===== config.mk =====
export PLATFORM = sky130hd
export DESIGN_NAME = ex_muldiv_flat
export DESIGN_NICKNAME = d
export VERILOG_FILES = /design/src/rtl/ex_muldiv_if.sv /design/src/rtl/ex_muldiv.sv /design/src/flat_wrapper.sv
export SDC_FILE = /design/constraint.sdc
export NUM_CORES = 1
export LEC_CHECK = 0
export BUFFER_PORTS_ARGS = -buffer_cell sky130_fd_sc_hd__buf_2
export CELL_PAD_IN_SITES_DETAIL_PLACEMENT = 0
export CELL_PAD_IN_SITES_GLOBAL_PLACEMENT = 1
export CORE_UTILIZATION = 47
export DETAILED_ROUTE_END_ITERATION = 8
export GPL_TIMING_DRIVEN = 0
export HOLD_SLACK_MARGIN = 0.12
export PLACE_DENSITY_LB_ADDON = 0.08
export SYNTH_ARGS = -nofsm -noshare
export SYNTH_HDL_FRONTEND = slang
export SYNTH_SLANG_ARGS = --single-unit

===== constraint.sdc =====
create_clock -name i_clk -period 6.92 [get_ports i_clk]
set_clock_uncertainty 0.2 [all_clocks]
set_input_delay 1.038 -clock i_clk [delete_from_list [all_inputs] [get_ports i_clk]]
set_output_delay 1.038 -clock i_clk [all_outputs]
set_load 0.05 [all_outputs]

===== src/rtl/ex_muldiv_if.sv =====
// Operand/result bundle between the ID/EX pipeline register and the M-extension unit.
// No latency of its own: wires only.
// The unit stalls the front of the pipe through o_busy; the pipe cannot push back on o_done.
`timescale 1ns/1ps
interface ex_muldiv_if #(
    parameter int XLEN = 32
);
    logic            i_flush;
    logic            i_start;
    logic [2:0]      i_funct3;
    logic [XLEN-1:0] i_rs1_data;
    logic [XLEN-1:0] i_rs2_data;
    logic [4:0]      i_rd_addr;
    logic            o_busy;
    logic            o_done;
    logic [XLEN-1:0] o_result;
    logic [4:0]      o_rd_addr;

    // Pipeline side: issues the M-op, watches the stall and the result.
    modport master (
        output i_flush, i_start, i_funct3, i_rs1_data, i_rs2_data, i_rd_addr,
        input  o_busy, o_done, o_result, o_rd_addr
    );

    // Unit side.
    modport slave (
        input  i_flush, i_start, i_funct3, i_rs1_data, i_rs2_data, i_rd_addr,
        output o_busy, o_done, o_result, o_rd_addr
    );
endinterface


===== src/rtl/ex_muldiv.sv =====
// Iterative RV32M multiply/divide: shift-add multiply, restoring divide on magnitudes.
// Latency XLEN+1 cycles to the o_done pulse; divide-by-zero and signed overflow finish in 1.
// Holds the front of the pipe with o_busy while working; o_done is a one-cycle pulse, no stall.
`timescale 1ns/1ps
module ex_muldiv #(
    parameter int XLEN = 32
) (
    input  logic       i_clk,
    input  logic       i_reset,
    ex_muldiv_if.slave bus
);
    localparam int CW = $clog2(XLEN);
    localparam logic [CW-1:0] CNT_LAST = CW'(XLEN - 1);

    typedef enum logic [1:0] {S_IDLE, S_MUL, S_DIV, S_DONE} state_e;

    state_e            state_q, state_d;
    logic [CW-1:0]     cnt_q, cnt_d;
    logic [2:0]        funct3_q, funct3_d;
    logic [4:0]        rd_q, rd_d;
    logic              neg_q, neg_d;      // negate the final result
    logic [XLEN-1:0]   a_q, a_d;          // multiplicand
    logic [XLEN-1:0]   b_q, b_d;          // divisor magnitude
    logic [2*XLEN-1:0] prod_q, prod_d;    // MUL: {acc, multiplier}; DIV: {remainder, dividend/quotient}
    logic [XLEN-1:0]   res_q, res_d;
    logic [4:0]        rd_out_q, rd_out_d;

    // Operand decode at issue time.
    logic            a_sgn, b_sgn, a_neg, b_neg, div_zero, div_ovf;
    logic [XLEN-1:0] mag_a, mag_b, fast_res;

    assign a_sgn    = bus.i_funct3[2] ? ~bus.i_funct3[0] : (bus.i_funct3[1:0] != 2'b11);
    assign b_sgn    = bus.i_funct3[2] ? ~bus.i_funct3[0] : ~bus.i_funct3[1];
    assign a_neg    = a_sgn & bus.i_rs1_data[XLEN-1];
    assign b_neg    = b_sgn & bus.i_rs2_data[XLEN-1];
    assign mag_a    = a_neg ? -bus.i_rs1_data : bus.i_rs1_data;
    assign mag_b    = b_neg ? -bus.i_rs2_data : bus.i_rs2_data;
    assign div_zero = (bus.i_rs2_data == '0);
    assign div_ovf  = ~bus.i_funct3[0] & (bus.i_rs1_data == {1'b1, {(XLEN-1){1'b0}}})
                      & (bus.i_rs2_data == '1);
    // Overflow only reaches here with rs1 = most-negative, so rs1 doubles as that quotient.
    assign fast_res = div_zero ? (bus.i_funct3[1] ? bus.i_rs1_data : '1)
                               : (bus.i_funct3[1] ? '0 : bus.i_rs1_data);

    // One iteration of each datapath.
    logic [XLEN:0]     mul_sum, div_trial;
    logic [2*XLEN-1:0] mul_step, div_step, mul_fin;
    logic [XLEN-1:0]   mul_res, div_val, div_res, fin_res;

    assign mul_sum   = {1'b0, prod_q[2*XLEN-1:XLEN]} + (prod_q[0] ? {1'b0, a_q} : '0);
    assign mul_step  = {mul_sum, prod_q[XLEN-1:1]};
    assign div_trial = prod_q[2*XLEN-1:XLEN-1] - {1'b0, b_q};
    assign div_step  = div_trial[XLEN] ? {prod_q[2*XLEN-2:0], 1'b0}
                                       : {div_trial[XLEN-1:0], prod_q[XLEN-2:0], 1'b1};
    assign mul_fin   = neg_q ? -mul_step : mul_step;
    assign mul_res   = (funct3_q[1:0] == 2'b00) ? mul_fin[XLEN-1:0] : mul_fin[2*XLEN-1:XLEN];
    assign div_val   = funct3_q[1] ? div_step[2*XLEN-1:XLEN] : div_step[XLEN-1:0];
    assign div_res   = neg_q ? -div_val : div_val;
    assign fin_res   = funct3_q[2] ? div_res : mul_res;

    // Next-state: issue in IDLE, iterate in MUL/DIV, single DONE cycle; flush wins everywhere.
    always_comb begin
        state_d  = state_q;
        cnt_d    = cnt_q;
        funct3_d = funct3_q;
        rd_d     = rd_q;
        neg_d    = neg_q;
        a_d      = a_q;
        b_d      = b_q;
        prod_d   = prod_q;
        res_d    = res_q;
        rd_out_d = rd_out_q;
        unique case (state_q)
            S_IDLE: begin
                if (bus.i_start && !bus.i_flush) begin
                    funct3_d = bus.i_funct3;
                    rd_d     = bus.i_rd_addr;
                    a_d      = mag_a;
                    b_d      = mag_b;
                    cnt_d    = '0;
                    prod_d   = {{XLEN{1'b0}}, bus.i_funct3[2] ? mag_a : mag_b};
                    // Remainder takes the dividend's sign; everything else the XOR.
                    neg_d    = (bus.i_funct3[2] && bus.i_funct3[1]) ? a_neg : (a_neg ^ b_neg);
                    if (bus.i_funct3[2] && (div_zero || div_ovf)) begin
                        res_d    = fast_res;
                        rd_out_d = bus.i_rd_addr;
                        state_d  = S_DONE;
                    end else begin
                        state_d  = bus.i_funct3[2] ? S_DIV : S_MUL;
                    end
                end
            end
            S_MUL, S_DIV: begin
                prod_d = (state_q == S_MUL) ? mul_step : div_step;
                cnt_d  = cnt_q + CW'(1);
                if (cnt_q == CNT_LAST) begin
                    res_d    = fin_res;
                    rd_out_d = rd_q;
                    state_d  = S_DONE;
                end
            end
            S_DONE: state_d = S_IDLE;
            default: state_d = S_IDLE;
        endcase
        if (bus.i_flush) begin
            state_d  = S_IDLE;
            res_d    = res_q;
            rd_out_d = rd_out_q;
        end
    end

    // State and datapath registers.
    always_ff @(posedge i_clk or negedge i_reset) begin
        if (!i_reset) begin
            state_q  <= S_IDLE;
            cnt_q    <= '0;
            funct3_q <= '0;
            rd_q     <= '0;
            neg_q    <= 1'b0;
            a_q      <= '0;
            b_q      <= '0;
            prod_q   <= '0;
            res_q    <= '0;
            rd_out_q <= '0;
        end else begin
            state_q  <= state_d;
            cnt_q    <= cnt_d;
            funct3_q <= funct3_d;
            rd_q     <= rd_d;
            neg_q    <= neg_d;
            a_q      <= a_d;
            b_q      <= b_d;
            prod_q   <= prod_d;
            res_q    <= res_d;
            rd_out_q <= rd_out_d;
        end
    end

    // Busy is gated by reset so the stall drops the moment reset asserts.
    assign bus.o_busy    = i_reset && ((state_q == S_IDLE && bus.i_start && !bus.i_flush)
                                       || state_q == S_MUL || state_q == S_DIV);
    assign bus.o_done    = (state_q == S_DONE) && !bus.i_flush;
    assign bus.o_result  = res_q;
    assign bus.o_rd_addr = rd_out_q;
endmodule

===== src/flat_wrapper.sv =====
// flat-port wrapper written by rule: the top's interface ports become plain ports
module ex_muldiv_flat 
#(
    parameter int XLEN = 32
)
  (i_clk, i_reset, bus_i_flush, bus_i_start, bus_i_funct3, bus_i_rs1_data, bus_i_rs2_data, bus_i_rd_addr, bus_o_busy, bus_o_done, bus_o_result, bus_o_rd_addr);
  ex_muldiv_if #(.XLEN(XLEN)) bus_i ();
  input  logic i_clk;
  input  logic i_reset;
  input wire logic [$bits(bus_i.i_flush)-1:0] bus_i_flush;
  input wire logic [$bits(bus_i.i_start)-1:0] bus_i_start;
  input wire logic [$bits(bus_i.i_funct3)-1:0] bus_i_funct3;
  input wire logic [$bits(bus_i.i_rs1_data)-1:0] bus_i_rs1_data;
  input wire logic [$bits(bus_i.i_rs2_data)-1:0] bus_i_rs2_data;
  input wire logic [$bits(bus_i.i_rd_addr)-1:0] bus_i_rd_addr;
  output wire logic [$bits(bus_i.o_busy)-1:0] bus_o_busy;
  output wire logic [$bits(bus_i.o_done)-1:0] bus_o_done;
  output wire logic [$bits(bus_i.o_result)-1:0] bus_o_result;
  output wire logic [$bits(bus_i.o_rd_addr)-1:0] bus_o_rd_addr;
  assign bus_i.i_flush = bus_i_flush;
  assign bus_i.i_start = bus_i_start;
  assign bus_i.i_funct3 = bus_i_funct3;
  assign bus_i.i_rs1_data = bus_i_rs1_data;
  assign bus_i.i_rs2_data = bus_i_rs2_data;
  assign bus_i.i_rd_addr = bus_i_rd_addr;
  assign bus_o_busy = bus_i.o_busy;
  assign bus_o_done = bus_i.o_done;
  assign bus_o_result = bus_i.o_result;
  assign bus_o_rd_addr = bus_i.o_rd_addr;
  ex_muldiv #(.XLEN(XLEN)) u_core (.i_clk(i_clk), .i_reset(i_reset), .bus(bus_i));
endmodule

==> impl_metrics.toml <==
[timing]
drv_slew = 0
maxSlewHeadroom_pct = 14.5
tightest_slew_ps = 1270
setup_viol = 0
hold_ws_ps = 282
period_minus_slack_ps = 6610
fin_tns_setup_ps = 0
rsz0062_at_grt = "false"
fin_crit_sh_pct = 95.6
max_freq_mhz = 151
hold_viol_final = 0

[finish]
nNetsFinal = 2812
register_area_um2 = 4530
n_antenna_cell = 0
multiInputGateArea_um2 = 13100
syn_to_final_growth_pct = 9.83
drive_gt1_share_pct = 8.47
n_fill_cell = 3889

[critical_path]
cp_common_cell = "clkbuf_1"
reg2reg_from = "u_core.funct3_q[1]"
cp-end-kind = "flop"
path_max_fanout = 10
slowest_delay_ps = 590
crit_chain = "clkbuf_1, clkbuf_1, clkbuf_1, buf_1, clkbuf_1, a21oi_1, a31oi_1, ha_1, o31ai_1, or4b_1, clkbuf_1, or4_1, buf_2, nor4_2, mux2_1, nand3_1"
criticalPathCategory = "flop to flop"
cpMaxStageDelayCell = "clkbuf_1"
critPathRequiredTime_ps = 7120
worstPathArrival_ps = 6820
cp-start-kind = "flop"
crit_start = "u_core.funct3_q[1]"

[synthesis]
synth-seq-area-share_pct = 24.3
synthMuxAreaShare_pct = 5.68
synth_compound_area_share_pct = 27.5
synth_cell_types = 98
ys_ff_latch = 181
synth_xor_area_share_pct = 7.77
synth_top_family_by_area = "compound AO/OA/AOI/OAI gates"
syn_area_um2 = 18600
synth_area_per_cell_um2 = 7.37
synth_fa_ha_area_share_pct = 5.61
yosysWarnings = 0
syn_inst = 2524
synth_edf_count = 0
syn_nets = 2679
ys_async_sr_fraction_pct = 100
synth_top_area_cell = "dfrtp_1"
synthSimpleGateAreaFrac_pct = 23.9
synth.area.top_cells = "dfrtp_1 24%, o21ai_0 7.1%, nand2_1 6.7%"
synth_flop_cell = "dfrtp_1"
synth_top_area_share_pct = 24.3

[placement]
finalWeightedCongestion = 1.10
port_buffers = 113
hpwl_mm = 76.4

[die]
start_util_pct = 47.9
boundaryPins = 115
core_area_um2 = 38800
die_area_um2 = 40400
rows = 72
fp.dieH_um = 201
die_w_um = 201

[clock_tree]
cts_htree_levels = 4
cts.sinks = 181
cts_resized = 0
cts_buffers = 17
clk_pin_slew_ps = 80
cts_tree = "done"
post_cts_buffers = 0
clock_latency_ps = 480
hold_buffers = 0
cts_root_buf = "clkbuf_16"
cts_buffer_depth = 2

[power_and_ir_drop]
power_mw = 11.6
ir_drop_v = 0.000229
leakagePower_nw = 8.39
cellPowerDensity_nw_per_um2 = 567

[global_route]
antenna_found_initial = 0
grt_pass1_vias = 20000
overflow = 0
grt_max_degree = 96
grt_pass1_wl_mm = 136
grt_use_total_pct = 46.6

[drt]
drt_iter0_markers = 3207
first_pass_iters = 8
wl_per_cell_um = 29.9
final_antenna_net_count = 0
drt-total-wl_mm = 95.2
routed_via_density = 6.77
post-route-drc-count = 0
routed-via-count = 21600

[run_status]
outcome = "finished clean"

[min_path]
min_from = "u_core.a_q[18]"
min-delay-path-class = "flop to flop"

[job]
cap_viol_max_count = 0
metal layers:
metal  global-route usage (%)  up-vias  part of all wire, %
met5                        0        -                    0
met1                     60.7    10300                   39
met3                     12.6      286                   13
met4                     29.3        0                  7.1
li1                         -     9431                    -
met2                     68.3     1553                   42
state kept, by name, summed over array words and instances, names as in the netlist:
signal                cells
u_core.rd_q               5
u_core.funct3_q           3
u_core.prod_q            64
u_core.neg_q              1
u_core.state_q            2
u_core.cnt_q              5
u_core.bus.o_result      32
u_core.a_q               32
u_core.bus.o_rd_addr      5
u_core.b_q               32
layout by cell type, fill, tap and decap left out, types with 20 or more instances in the layout:
cell        n
nand2_1   330
xnor2_1    96
nor4_1     20
mux2_2     20
o211ai_1   23
nand4_1    30
dfrtp_1   181
buf_2     125
a21oi_1   223
clkbuf_1  151
nand3_1    59
o31ai_1    47
inv_1      64
o21ai_0   263
mux2i_1    82
xor2_1     69
nor2_1    218
and2_1     54
a31oi_1    29
ha_1       77
a211oi_1   30
nor3_1     70
a21o_1     25
or3_1      35
power by group:
part,leakage [nW],switching (mW),internal (mW),total [mW]
logic,5.82,6.11,2.46,8.58
clock network,0.285,0.494,0.536,1.03
registers,2.29,0.460,1.52,1.98
path summary, 6_finish.rpt:
path                                           end  slack (ps)  cells past startpoint
min in group asynchronous  u_core.bus.o_result[13]         400                      1
min reg2reg                         u_core.a_q[18]         280                      2
max reg2reg                u_core.bus.o_result[30]         310                     16
max                        u_core.bus.o_result[30]         310                     16
max in group asynchronous           u_core.b_q[18]        5130                      2
min                                 u_core.a_q[18]         280                      2
cells by family (layout without fill, tap and decap cells):
logic type | count (synthesis) | after routing
flops | 181 | 181
xor+xnor | 165 | 165
compound gates | 818 | 818
buf+inv | 250 | 395
simple gates | 924 | 924
mux | 103 | 103
fa+ha+maj | 83 | 83
synthesized netlist by cell type, types with 8 or more instances:
master    number
nand2_1      330
o21ai_0      263
a21oi_1      223
nor2_1       218
dfrtp_1      181
clkbuf_1     151
xnor2_1       96
mux2i_1       82
ha_1          77
nor3_1        70
xor2_1        69
inv_1         64
nand3_1       59
and2_1        54
o31ai_1       47
or3_1         35
a211oi_1      30
nand4_1       30
a31oi_1       29
a21o_1        25
o211ai_1      23
mux2_2        20
nor4_1        20
and3_1        16
buf_1         15
o41ai_1       15
or4_1         15
a22o_1        13
buf_2         13
a21boi_0      12
o21ai_1       12
and4_1        10
nand2b_1      10
o21a_1        10
a41oi_1        9
nand3b_1       8
o311ai_0       8
area by class of cell:
type | count | share of cell area, %
clock buffers | 18 | 2.10
inverters | 68 | 1.25
clock inverters | 13 | 0.710
plain buffers | 181 | 3.48
flip-flops and latches | 181 | 22.2
repair buffers | 115 | 2.99
well taps | 518 | 3.17
multi-input cells | 2093 | 64.1
critical path: cells and delay by family (launching register included):
family                     cells  cell delay [ps]
adders and majority gates      1              270
muxes                          1              350
buffers and inverters          7             3260
DFF                            1              470
and+or+nand+nor                4             1330
AOI/OAI and AO/OA              3              640
stage by stage:
stage               instances  util (%)  cell area, µm²  setup WS [ps]
detailed placement       3157      51.2           19900            324
global route             3187      52.6           20400            228
floorplan                2524         -           18600           1550
finish                   3187      52.6           20400            307
global placement         3155      51.0           19800            305
CTS                      3188      52.6           20400            256
Power figures use the tool's default switching activity.
